--- src/rtl/disp_pkg.sv ---
// Shared types and constants for the BCD display path.
// Holds FSM encodings, the display blank code and the scratch-width helper.
package disp_pkg;

  typedef enum logic [1:0] {
    IDLE  = 2'd0,
    SHIFT = 2'd1,
    DONE  = 2'd2
  } state_t;

  localparam logic [3:0] BLANK_CODE = 4'hF;

  // Decimal digits needed to hold an unsigned w-bit value (77/256 ~ log10(2)).
  function automatic int scr_d(input int w);
    return (w * 77) / 256 + 1;
  endfunction

endpackage

--- src/rtl/bcd_digit_adj.sv ---
// Double-dabble digit cell: adds 3 to a BCD digit that is 5 or more.
// Ports: din (4-bit digit), dout (adjusted digit, 4-bit modulo).
module bcd_digit_adj
  import disp_pkg::*;
(
  input  logic [3:0] din,
  output logic [3:0] dout
);

  assign dout = (din >= 4'd5) ? din + 4'd3 : din;

endmodule

--- src/rtl/bcd_display_conv.sv ---
// Sequential binary-to-BCD converter (shift-add-3, one bit per clock) for the 7-seg display.
// Ports: clk, rst_n (sync, active-low), i_bin, i_start -> o_busy, o_valid, o_bcd, o_ovf.
// Option macro BCD_LZ_BLANK_EN: leading zero digits are output as the blank code 4'hF.
module bcd_display_conv
  import disp_pkg::*;
#(
  parameter int IN_W        = 32,
  parameter int DIGITS      = 8,
  parameter int AUTO_UPDATE = 1
) (
  input  logic                  clk,
  input  logic                  rst_n,
  input  logic [IN_W-1:0]       i_bin,
  input  logic                  i_start,
  output logic                  o_busy,
  output logic                  o_valid,
  output logic [4*DIGITS-1:0]   o_bcd,
  output logic                  o_ovf
);

  localparam int SCR_D = scr_d(IN_W);
  localparam int EXT_D = (SCR_D > DIGITS) ? SCR_D : DIGITS;
  localparam int CNT_W = (IN_W > 1) ? $clog2(IN_W) : 1;
  localparam logic [CNT_W-1:0] CNT_LAST = CNT_W'(IN_W - 1);

  state_t state, state_nx;

  logic [IN_W-1:0]    sh;
  logic [IN_W-1:0]    last_bin;
  logic [4*SCR_D-1:0] scratch;
  logic [4*SCR_D-1:0] adj;
  logic [CNT_W-1:0]   cnt;

  logic go;
  logic load;
  logic shift_en;
  logic finish;

  logic [4*EXT_D-1:0]  scr_ext;
  logic [4*DIGITS-1:0] bcd_out;
  logic                ovf_out;

  genvar g;
  generate
    for (g = 0; g < SCR_D; g++) begin : g_adj
      bcd_digit_adj u_adj (
        .din  (scratch[4*g +: 4]),
        .dout (adj[4*g +: 4])
      );
    end
  endgenerate

  assign go = i_start |
              ((AUTO_UPDATE != 0) && (i_bin != last_bin));

  always_ff @(posedge clk) begin
    if (!rst_n) begin
      state <= IDLE;
    end else begin
      state <= state_nx;
    end
  end

  always_comb begin
    state_nx = state;
    load     = 1'b0;
    shift_en = 1'b0;
    finish   = 1'b0;
    unique case (state)
      IDLE: begin
        if (go) begin
          load     = 1'b1;
          state_nx = SHIFT;
        end
      end
      SHIFT: begin
        shift_en = 1'b1;
        if (cnt == CNT_LAST) begin
          state_nx = DONE;
        end
      end
      DONE: begin
        finish   = 1'b1;
        state_nx = IDLE;
      end
      default: state_nx = IDLE;
    endcase
  end

  // Result shaping: zero-extend so the output slice and the overflow
  // test stay legal for any IN_W/DIGITS combination.
  assign scr_ext = (4*EXT_D)'(scratch);
  assign ovf_out = |(scr_ext >> (4*DIGITS));

  always_comb begin
    bcd_out = scr_ext[4*DIGITS-1:0];
`ifdef BCD_LZ_BLANK_EN
    begin : blank
      logic lead;
      lead = 1'b1;
      for (int i = DIGITS - 1; i > 0; i--) begin
        if (lead && (bcd_out[4*i +: 4] == 4'h0)) begin
          bcd_out[4*i +: 4] = BLANK_CODE;
        end else begin
          lead = 1'b0;
        end
      end
    end
`endif
  end

  always_ff @(posedge clk) begin
    if (!rst_n) begin
      sh       <= '0;
      last_bin <= '0;
      scratch  <= '0;
      cnt      <= '0;
      o_busy   <= 1'b0;
      o_valid  <= 1'b0;
      o_bcd    <= '0;
      o_ovf    <= 1'b0;
    end else begin
      o_valid <= 1'b0;
      if (load) begin
        sh       <= i_bin;
        last_bin <= i_bin;
        scratch  <= '0;
        cnt      <= '0;
        o_busy   <= 1'b1;
      end
      if (shift_en) begin
        scratch <= {adj[4*SCR_D-2:0], sh[IN_W-1]};
        sh      <= sh << 1;
        cnt     <= cnt + 1'b1;
      end
      if (finish) begin
        o_bcd   <= bcd_out;
        o_ovf   <= ovf_out;
        o_valid <= 1'b1;
        o_busy  <= 1'b0;
      end
    end
  end

endmodule

--- config.mk ---
export PLATFORM = sky130hd
export DESIGN_NAME = bcd_display_conv
export DESIGN_NICKNAME = d
export VERILOG_FILES = /design/src/rtl/disp_pkg.sv /design/src/rtl/bcd_digit_adj.sv /design/src/rtl/bcd_display_conv.sv
export SDC_FILE = /design/constraint.sdc
export NUM_CORES = 1
export LEC_CHECK = 0
export BUFFER_PORTS_ARGS = -buffer_cell sky130_fd_sc_hd__buf_4
export CORE_MARGIN = 4
export CORE_UTILIZATION = 25
export DETAILED_ROUTE_END_ITERATION = 10
export RECOVER_POWER = 50
export SETUP_SLACK_MARGIN = 0.2
export SLEW_MARGIN = 20
export SYNTH_ARGS = -nofsm -noshare
export SYNTH_HDL_FRONTEND = slang
export SYNTH_SLANG_ARGS = --single-unit
--- constraint.sdc ---
create_clock -name clk -period 2.28 [get_ports clk]
set_clock_uncertainty 0.05 [all_clocks]
set_input_delay 0.114 -clock clk [delete_from_list [all_inputs] [get_ports clk]]
set_output_delay 0.114 -clock clk [all_outputs]
set_load 0.05 [all_outputs]
-- Word-level counts from Yosys, hierarchy flattened
Cells that the tools add are included.
- register bits after elaboration: 146
- bits in latches: 0
- RAM bits: 0
- memory bits (read-only): 0
- bits of input ports: 35
- output and inout port bits: 35
- memories: 0
- $add $sub $neg: 11
- $mul: 0
- divide/modulo/power cells: 0
- $lt $le $gt $ge: 10
- equality and inequality tests: 6
- shifts and indexed selects: 0
- mux-type cells: 24
- bitwise operators: 2
- reductions and logical operators: 6
- operators by type and width (kind ; number):
    $mux W40 ; 2
    $mux W32 ; 2
    $ge A4 B3 Y1 const B ; 10
    $add A4 B2 Y4 const B ; 9
    $mux W4 ; 9
    $ne A32 B32 Y1 ; 1
    $mux W5 ; 2
    $reduce_or A8 Y1 ; 1
    $add A5 B1 Y5 const B ; 1
    $eq A5 B5 Y1 const B ; 1
    $mux W1 ; 5
    $mux W2 ; 2
    $ne A2 B2 Y1 const B ; 2
    $pmux W2 S2 ; 1
    $reduce_or A2 Y1 ; 2
    $add A3 B2 Y3 const B ; 1
    $mux W3 ; 1
    $eq A2 B1 Y1 const B ; 1
    $eq A2 B2 Y1 const B ; 1
    $logic_not A2 Y1 ; 1
    $reduce_and A2 Y1 ; 1
    $reduce_bool A2 Y1 ; 1
    $not A1 Y1 ; 1
    $or A1 B1 Y1 ; 1

-- Logic depth before layout (Yosys ltp)
Gate-level depths: netlist of the first run.
- depth in word-level cells: 6
- depth in mapped cells: 7

-- By module
Synthesis of the first run repeated with hierarchy kept, for this count alone.
- cell total of the unflattened synthesis: 711
- area, all modules: 6761.5 um^2
- modules (own cells, without submodules) (module ; instances ; cells an instance ; area each (um^2)):
    bcd_display_conv ; 1 ; 551 ; 5748.0
    bcd_digit_adj ; 10 ; 16 ; 101.3

-- Worst setup path after synthesis of the first run
OpenSTA, ideal clock, no wires.
- kind: register to register
- start: reg last_bin[1]
- end: reg state[0]
- setup time: 0.133 ns
- arrival: 1.771 ns
- path slack: 0.326 ns
- stages on the path, launching flop included: 8
- clock period less this slack: 1.954 ns
- cells stage by stage: dfxtp_1 > xnor2_1 > nand4_1 > or4_1 > clkbuf_1 > clkbuf_1 > o31ai_1 > o31ai_1
- word-level cells in the longest chain between the ends: 4
- ends and longest elaborated chain (what ; line ; source):
    from (decl) ; bcd_display_conv.sv:29 ; logic [IN_W-1:0] last_bin;
    from (signal assigned) ; bcd_display_conv.sv:126 ; last_bin <= i_bin;
    $ne A32 B32 Y1 ; bcd_display_conv.sv:54 ; ((AUTO_UPDATE != 0) && (i_bin != last_bin));
    $or A1 B1 Y1 ; bcd_display_conv.sv:53 ; assign go = i_start |
    $ne A2 B2 Y1 (no source line) ; - ;
    $reduce_and A2 Y1 (no source line) ; - ;
    to (signal assigned) ; bcd_display_conv.sv:60 ; state <= state_nx;
    to (decl) ; bcd_display_conv.sv:26 ; state_t state, state_nx;
Every way passes these cells.
A chain may end at the register's enable or synchronous reset.

-- Worst setup path in the final report of the first run
- start: in i_bin[4]
- end: reg sh[26]
- word-level cells in the longest chain between the ends: 5
- ends and longest elaborated chain (what ; line ; source):
    from (decl) ; bcd_display_conv.sv:13 ; input logic [IN_W-1:0] i_bin,
    $ne A32 B32 Y1 ; bcd_display_conv.sv:54 ;
    $or A1 B1 Y1 ; bcd_display_conv.sv:53 ;
    $mux W1 ; bcd_display_conv.sv:71 ; if (go) begin
    $mux W1 ; bcd_display_conv.sv:69 ; unique case (state)
    $reduce_bool A2 Y1 (no source line) ; - ;
    to (signal assigned) ; bcd_display_conv.sv:125 ; sh <= i_bin;
    to (signal assigned) ; bcd_display_conv.sv:133 ; sh <= sh << 1;
    to (decl) ; bcd_display_conv.sv:28 ; logic [IN_W-1:0] sh;
Every way passes these cells.

==> results of run 1 <==
==> how the worst max path moves through the flow <==
stage | startpoint | endpoint | slack [ns] | cells past startpoint
after global placement | last_bin[18] | sh[0] | 0.18 | 6
final | i_bin[4] | sh[26] | 0.20 | 9
after global routing | i_bin[14] | scr_ext[31] | 0.09 | 8
after detailed placement | last_bin[19] | last_bin[13] | 0.11 | 6
after CTS | last_bin[18] | last_bin[18] | 0.19 | 6
after floorplan | last_bin[1] | state[0] | 0.33 | 7
==> power groups by stage <==
stage	Clock [mW]	Sequential (mW)	Combinational, mW
2_1_floorplan	0	2.89	0.668
3_3_place_gp	0	2.92	0.976
3_5_place_dp	0	2.92	0.990
4_1_cts	3.26	2.87	1.05
5_1_grt	3.36	2.91	1.26
6_report	3.19	2.89	1.17
==> kinds of logic (layout without fill, tap and decap cells) <==
logic type,after synthesis,after routing
muxes,1,1
adders and majority gates,24,24
AOI/OAI and AO/OA,357,357
buffers and inverters,122,194
xor gates and xnor gates,42,42
DFF,146,146
and+or+nand+nor,290,290
==> registers in the layout, summed over array words and instances (netlist names) <==
register	flops
sh	32
scr_ext	40
cnt	5
o_bcd	32
last_bin	32
state	2
o_ovf	1
o_valid	1
o_busy	1
==> layout by cell type, fill, tap and decap left out, drive strengths merged, types with 5 or more instances in the layout <==
cell	n
nor3b	9
a31oi	20
o311ai	31
nand2b	11
nor4	7
dfxtp	146
nor2	27
xnor2	26
ha	24
nand4	5
bufinv	6
a21oi	90
inv	22
xor2	16
nand3	37
o21ai	61
and3	64
a221oi	31
a211oi	43
o221ai	31
or3b	9
clkbuf	65
dlygate4sd3	30
a2bb2oi	31
buf	67
a21o	10
nand2	112
==> worst max-delay path, stage by stage <==
cell	delay, ns
dlygate4sd3_1	0.54
buf_4	0.16
xnor2_2	0.19
nand4_1	0.13
buf_4	0.17
o31a_1	0.37
clkbuf_16	0.23
a221oi_1	0.25
o221ai_1	0.16
==> metal layers <==
| layer | GRT usage [%] | vias to the layer above | wire length, µm |
|---|---|---|---|
| li1 | - | 3823 | - |
| met1 | 18.5 | 3803 | 11800 |
| met2 | 22.4 | 254 | 12000 |
| met3 | 3.20 | 24 | 1540 |
| met4 | 3.13 | 0 | 259 |
| met5 | 0 | - | 0 |
==> cell type report <==
class / count / area [µm²]
fill: 3318 / 21300
multi-input combinational: 714 / 4930
clock inverter: 10 / 208
inverter: 22 / 82.6
clock buffer: 20 / 447
timing repair buffer: 142 / 1190
sequential: 146 / 2930
tap: 402 / 503
==> timing repair <==
| item | CTS | global route |
|---|---|---|
| setup buffers | 1 | 2 |
| pin swaps | 2 | 8 |
| endpoints found under the setup margin | 19 | 75 |
| hold endpoints to repair | 31 | 0 |
| hold buffers | 30 | 0 |
| gates resized for setup | 4 | 105 |
| gates cloned | 1 | 5 |
==> stage by stage <==
step | power [mW] | worst slack, ns | util, % | cell area (µm²) | hold WS [ns]
finish | 7.25 | 0.200 | 32.6 | 10300 | -0.0187
global route | 7.53 | 0.0873 | 32.6 | 10300 | 0.0372
CTS | 7.17 | 0.189 | 31.6 | 9980 | -0.0369
detailed placement | 3.91 | 0.106 | 28.4 | 8970 | 0.357
global placement | 3.89 | 0.176 | 28.4 | 8970 | 0.345
floorplan | 3.56 | 0.326 | - | 7980 | 0.200
==> metrics.md, run 1 <==
| Metric | Value |
|---|---|
| Final period utilization | 91.2% |
| Clock Path Buffers | 2 |
| CP Class | in -> reg |
| DIE HEIGHT | 187 µm |
| R2R depth | 6 |
| Cells after synthesis | 982 |
| Status | complete, but fails checks |
| Routed Antenna Nets | 0 |
| HP Class | in -> reg |
| Fmax | 0.481 GHz |
| HP Start | i_bin[18] |
| Ranking of synthesized cells by area | dfxtp_1 37%, a21oi_1 5.6%, nand2_1 5.3%, and3_1 5.0%, clkbuf_1 4.4% |
| Top cells by count, synth | 146 x dfxtp_1, 112 x nand2_1, 93 x clkbuf_1 |
| Initial DRC count | 531 |
| Total clock buffers created by CTS | 17 |
| Seq/Total Area, Yosys | 36.6% |
| First-pass GRT wire length | 39900 µm |
| Relative slew slack | 50.7% |
| Max Cap Viol | 0 |
| Drt drc | 0 |
| Fin cells | 1456 |
| Ports | 70 |
| Number of synthesized register bits | 146 |
| Largest family of logic cells by synthesized area | compound AO/OA/AOI/OAI gates |
| Peak supply drop | 0.558 mV |
| Mapped Area | 7980 µm² |
| Crit-path max FO | 14 |
| Sw frac | 26.1% |
| RSZ-0062 raised after global routing | true |
| Yosys top cell area share | 36.6% |
| Vias in the first global route | 7593 |
| GRT Residual Overflow | 0 |
| Final setup viols | 0 |
| DR vias | 7904 |
| Critical Path Start Type | input pin |
| R2R Path Start | state[1] |
| Diodes inserted | 0 |
| Power density over the cells | 704 nW/µm² |
| Fin nets | 1102 |
| Port-buffer cells | 69 |
| Mux cell area share after synthesis | 0.141% |
| Setup tns final | 0 ns |
| Worst setup EP type | register |
| Wire length per cell | 17.5 µm |
| Post-synth ARST share | 0% |
| Routability cong. | 0.774 |
| Number of synthesized flops with an enable pin | 0 |
| DR vias/cell | 5.43 |
| Distinct cells, synth | 42 |
| Reg power frac | 39.8% |
| Core Area | 31600 µm² |
| Sw Pwr | 1.89 mW |
| Hold-critical path depth | 3 |
| Hold Fails Final Rpt | 1 |
| Count leader, synth | dfxtp_1 |
| CTS tree | yes |
| Die X | 187 µm |
| GR Util All Layers | 13.7% |
| Syn Nets | 1041 |
| Dpl hpwl | 14900 µm |
| Post-synth top area cell | dfxtp_1 |
| Layout area overhead | 29.0% |
| Clock transition at path regs | 0.06 ns |
| H-tree depth | 4 |
| Worst reg-to-reg setup slack | 0.21 ns |
| Failing checks | hold timing |
| Inst Count DP | 1387 |
| Worst hold slack | -0.0187 ns |
| Logic gate share of total power | 16.2% |
| Worst EP required | 2.52 ns |
| Cell Int Power | 5.35 mW |
| Largest net degree at the start of global routing | 65 |
| P_leak | 3.63 nW |
| Clk Latency, worst-skew pair | 0.43 ns |
| Layout cells sized above 1 | 17.3% |
| Slew @ Worst Pin | 0.740 ns |
| Reg2reg end | last_bin[20] |
| Ys flop type | dfxtp_1 |
| Mean Syn Cell Area | 8.12 µm² |
| Rows | 65 |
| Total length of routed wires | 25500 µm |
| Post-Synth XOR/XNOR Area | 4.61% |
| Minimum clock period | 2.08 ns |
| Yosys Warn Count | 0 |
| Compound-Gate Fraction of Synth Area | 30.6% |
| Drt first pass iters | 5 |
| Synth Area in Simple Gates | 18.4% |
| Hold Path End | sh[18] |
| Die area | 34800 µm² |
| Synth Area in Adders | 3.76% |
| Initial antenna violation count | 0 |
| Clock sink count | 146 |
| Clock power share | 44.0% |
| Max-slew violations | 0 |
| Crit path arrival time | 2.32 ns |
| CTS root buffer | clkbuf_16 |
| Initial Util | 25.3% |
(Power assumes the default switching activity.)
==> run 2, diff against run 1 <==
- RECOVER_POWER: 50 -> unset
==> run 2 against run 1 <==
The flow still finishes with violations (hold timing). Hold slack hardly changed. Non-clock buffer count stayed put. Total power is 0.22% higher. Final cell count stayed put. Highest routed layer unchanged. Sequential share of layout area is 0.43 points lower. Critical path depth stayed put. Sequential cell count stayed put. Fmax is 1.6% lower.
==> metrics.md, run 2 (synthesis gave the netlist of run 1 again) <==
| Metric | Value |
|---|---|
| Core Area | 31600 µm² |
| Ports | 70 |
| Wire length per cell | 17.6 µm |
| Slew @ Worst Pin | 0.711 ns |
| Total length of routed wires | 25700 µm |
| Reg2reg end | sh[0] |
| GRT Residual Overflow | 0 |
| DR vias/cell | 5.46 |
| Peak supply drop | 0.557 mV |
| Final Power | 7.26 mW |
| R2R Path Start | last_bin[1] |
| Clock sink count | 146 |
| Largest net degree at the start of global routing | 65 |
| Crit path arrival time | 2.36 ns |
| HP Start | i_bin[18] |
| Global route hottest layer | met2 |
| Most common cell after layout, fill and taps aside | dfxtp_1 |
| Setup tns final | 0 ns |
| CP Class | in -> reg |
| Crit-path max FO | 14 |
| Worst reg-to-reg setup slack | 0.22 ns |
| Minimum clock period | 2.11 ns |
| Layout area overhead | 31.1% |
| Dpl hpwl | 14900 µm |
| P_leak | 3.80 nW |
| Final setup viols | 0 |
| RSZ-0062 raised after global routing | true |
| Worst hold slack | -0.0186 ns |
| Die area | 34800 µm² |
| Status | complete, but fails checks |
| Max-slew violations | 0 |
| Drt drc | 0 |
| Worst setup EP type | register |
| Die X | 187 µm |
| Routed Antenna Nets | 0 |
| Initial antenna violation count | 0 |
| Routability cong. | 0.774 |
| DR vias | 7955 |
| Initial Util | 25.3% |
| Fin nets | 1102 |
| Worst EP required | 2.53 ns |
| Max Cap Viol | 0 |
| Total clock buffers created by CTS | 17 |
| H-tree depth | 4 |
| DIE HEIGHT | 187 µm |
| Drt first pass iters | 5 |
| Met3 Usage GRT | 3.20% |
| CTS root buffer | clkbuf_16 |
| Commonest cells after routing, fill and taps aside | 140 x dfxtp_1, 111 x nand2_1, 96 x buf_4 |
| R2R depth | 6 |
| CTS tree | yes |
| Critical Path Start Type | input pin |
| HP Class | in -> reg |
| Met1 Use GR | 18.5% |
| Met2 usage | 22.4% |
| Vias in the first global route | 7593 |
| Port-buffer cells | 69 |
| Diodes inserted | 0 |
| Hold Path End | sh[18] |
| Fmax | 0.473 GHz |
| GR Util All Layers | 13.7% |
| Clock Path Buffers | 2 |
| Final period utilization | 92.7% |
| Layout cells sized above 1 | 20.9% |
| Rows | 65 |
| Max reg flops | 40 |
| Hold Fails Final Rpt | 1 |
| Initial DRC count | 521 |
| Clock transition at path regs | 0.06 ns |
| Hold-critical path depth | 3 |
| Clk Latency, worst-skew pair | 0.43 ns |
| Power density over the cells | 695 nW/µm² |
| Relative slew slack | 52.6% |
| Failing checks | hold timing |
| First-pass GRT wire length | 39900 µm |
[run 2: changes by cell type in the layout (fill, tap and decap cells not counted), sizes merged]
cell    change
buf        +40
clkbuf     -40
[run 2: area by class of cell]
type / instances / area (µm²)
Sequential cell: 146 / 2930
Tap cell: 402 / 503
Clock inverter: 10 / 208
Multi-Input combinational cell: 714 / 4940
Clock buffer: 20 / 447
Fill cell: 3260 / 21100
Inverter: 22 / 82.6
Timing Repair Buffer: 142 / 1350
[run 2: critical path, cell delays in order]
cell and delay [ns]:
dlygate4sd3_1 0.54, buf_4 0.16, xnor2_2 0.20, nand4_1 0.14
buf_4 0.17, o31a_1 0.37, clkbuf_16 0.23, a221oi_1 0.27
o221ai_1 0.16
[run 2: worst max-delay path by stage]
stage	cells past startpoint	slack, ns	to	from
after CTS	6	0.19	last_bin[18]	last_bin[18]
after global placement	6	0.18	sh[0]	last_bin[18]
final	9	0.17	sh[26]	i_bin[4]
after detailed placement	6	0.11	last_bin[13]	last_bin[19]
after floorplan	7	0.33	state[0]	last_bin[1]
after global routing	9	0.14	sh[24]	i_bin[28]
[run 2: where the power goes]
part           internal [mW]  switching [mW]  total [mW]
sequential              2.74           0.151        2.89
combinational          0.561           0.628        1.19
clock                   2.07            1.12        3.19
[run 2: per-stage QoR]
stage               setup slack [ns]  cells  utilization (%)  area (µm²)  hold WS [ns]
detailed placement             0.106   1387             28.4        8970         0.357
CTS                            0.189   1449             31.6        9980       -0.0369
global route                   0.139   1456             33.1       10500        0.0372
floorplan                      0.326    982                -        7980         0.200
global placement               0.176   1387             28.4        8970         0.345
finish                         0.166   1456             33.1       10500       -0.0186
[run 2: what timing repair did]
item	CTS	global route
endpoints found under the hold margin	31	0
gates resized for setup	4	105
hold buffers	30	0
endpoints found under the setup margin	19	75
pin swaps	2	8
gates cloned	1	5
setup buffers	1	2
[run 2: per-layer routing]
layer	wire length, µm	part of all wire, %
met1	11800	46
met2	12100	47
met3	1520	5.9
met4	303	1.2
met5	0	0
==> run 3, diff against run 2 <==
- CELL_PAD_IN_SITES_DETAIL_PLACEMENT: unset -> 0
- CELL_PAD_IN_SITES_GLOBAL_PLACEMENT: unset -> 1
- CTS_CLUSTER_SIZE: unset -> 25
- PLACE_DENSITY_LB_ADDON: unset -> 0.1
- REMOVE_ABC_BUFFERS: unset -> 1
==> run 3 against run 2 <==
The run now ends clean. Total power rose by 1.1%. Combinational power barely moved. Fmax rose by 3.8%. Register-to-register slack improved by 0.03 ns. Critical path depth did not move. Clock power rose by 3%. Core utilization barely moved. Highest routed layer unchanged.
==> metrics.md, run 3 (synthesis gave the netlist of run 1 again) <==
| Metric | Value |
|---|---|
| Fin nets | 1116 |
| Slew @ Worst Pin | 0.522 ns |
| Initial Util | 25.3% |
| Diodes inserted | 0 |
| RSZ-0062 raised after global routing | true |
| Worst setup EP type | register |
| H-tree depth | 4 |
| P_leak | 3.79 nW |
| Critical Path Start Type | input pin |
| Die area | 34800 µm² |
| CTS root buffer | clkbuf_16 |
| Placement Setup Slack | 0.0506 ns |
| Total length of routed wires | 27300 µm |
| Die X | 187 µm |
| # fillers | 3335 |
| Global route hottest layer | met2 |
| Max Cap Viol | 0 |
| Rows | 65 |
| Clock transition at path regs | 0.06 ns |
| GR Util All Layers | 15.6% |
| Status | completed |
| Routability cong. | 0.731 |
| Met1 Use GR | 21.0% |
| Fmax | 0.491 GHz |
| Drt first pass iters | 5 |
| First-pass GRT wire length | 44100 µm |
| CP Class | in -> reg |
| Dpl hpwl | 17300 µm |
| DIE HEIGHT | 187 µm |
| GRT Residual Overflow | 0 |
| Met2 usage | 25.8% |
| HP Class | in -> reg |
| Clk Latency, worst-skew pair | 0.44 ns |
| Peak supply drop | 0.531 mV |
| Max-slew violations | 0 |
| Ports | 70 |
| Wire length per cell | 18.6 µm |
| Met3 Usage GRT | 2.99% |
| Worst path most repeated cell | buf_4 |
| Total clock buffers created by CTS | 17 |
| Most common cell after layout, fill and taps aside | dfxtp_1 |
| Clock sink count | 146 |
| CTS tree | yes |
| Max reg flops | 40 |
| Worst path buffer plus inverter count | 4 |
| Worst path max stage delay | 0.54 ns |
| Power density over the cells | 702 nW/µm² |
| Core Area | 31600 µm² |
| Final Power | 7.35 mW |
| Largest net degree at the start of global routing | 78 |
| Clock Path Buffers | 2 |
| Final setup viols | 0 |
| Relative slew slack | 65.2% |
| Layout area overhead | 31.2% |
| Initial antenna violation count | 0 |
| Drt drc | 0 |
| Final period utilization | 89.3% |
| DR vias/cell | 5.28 |
| Worst-path cell chain | dlygate4sd3_1 > buf_4 > xnor2_1 > nand3_2 > buf_4 > o31a_1 > buf_12 > a221oi_1 > o221ai_1 |
| Layout cells sized above 1 | 20.7% |
| Commonest cells after routing, fill and taps aside | 141 x dfxtp_1, 111 x nand2_1, 111 x buf_4 |
| CP top delay family | buffers and inverters |
| Crit-path max FO | 30 |
| Vias in the first global route | 7705 |
| Worst EP required | 2.52 ns |
| Hold Fails Final Rpt | 0 |
| Final setup margin | 0.244 ns |
| Slowest CP cell | dlygate4sd3_1 |
| Routed Antenna Nets | 0 |
| DR vias | 7772 |
| Crit path arrival time | 2.28 ns |
| Minimum clock period | 2.04 ns |
| Worst hold slack | 0.0581 ns |
| Initial DRC count | 450 |
| Post-layout util | 33.2% |
| Port-buffer cells | 69 |
run 3: final cells by class:
type	instances	area (µm²)	area share, %
multi-input cells	714	4880	46.6
flip-flops and latches	146	2930	28.0
repair buffers	156	1390	13.3
well taps	402	503	4.81
clock buffers	20	447	4.27
clock inverters	12	229	2.19
inverters	22	83.8	0.801
run 3: tightest hold or removal path, stage by stage:
cell and delay, ns:
buf_4 0.09, and3_1 0.16, a2bb2oi_1 0.07, o311ai_1 0.07
run 3: worst paths after layout:
| path | start | to | slack (ns) | depth (start not counted) |
|---|---|---|---|---|
| min reg2reg | o_bcd[7] | o_bcd[7] | 0.40 | 2 |
| min | i_bin[17] | last_bin[17] | 0.06 | 4 |
| max | i_bin[27] | sh[27] | 0.24 | 9 |
| max reg2reg | last_bin[1] | sh[1] | 0.25 | 6 |
run 3: timing repair:
action / 4_1_cts / 5_1_grt
hold buffers: 32 / 0
pin swaps: 4 / 12
gates cloned: 0 / 1
endpoints found under the setup margin: 90 / 109
buffers inserted: 1 / 3
gates resized for setup: 16 / 74
endpoints found under the hold margin: 32 / 0
run 3: where the power goes:
group          switching [mW]  internal, mW  leakage (nW)
Sequential              0.151          2.73          1.20
Clock                    1.22          2.09         0.317
Combinational           0.610         0.547          2.28
run 3: per-layer routing:
| layer | part of all wire [%] | vias to the layer above |
|---|---|---|
| li1 | - | 3839 |
| met1 | 48 | 3786 |
| met2 | 47 | 125 |
| met3 | 3.0 | 22 |
| met4 | 1.3 | 0 |
| met5 | 0 | - |
run 3: through the flow:
| step | std cells | area (µm²) | TNS [ns] |
|---|---|---|---|
| global route | 1472 | 10500 | 0 |
| finish | 1472 | 10500 | 0 |
| floorplan | 882 | 7590 | -212.42 |
| CTS | 1468 | 10200 | 0 |
| detailed placement | 1403 | 9120 | 0 |
| global placement | 1403 | 9120 | 0 |
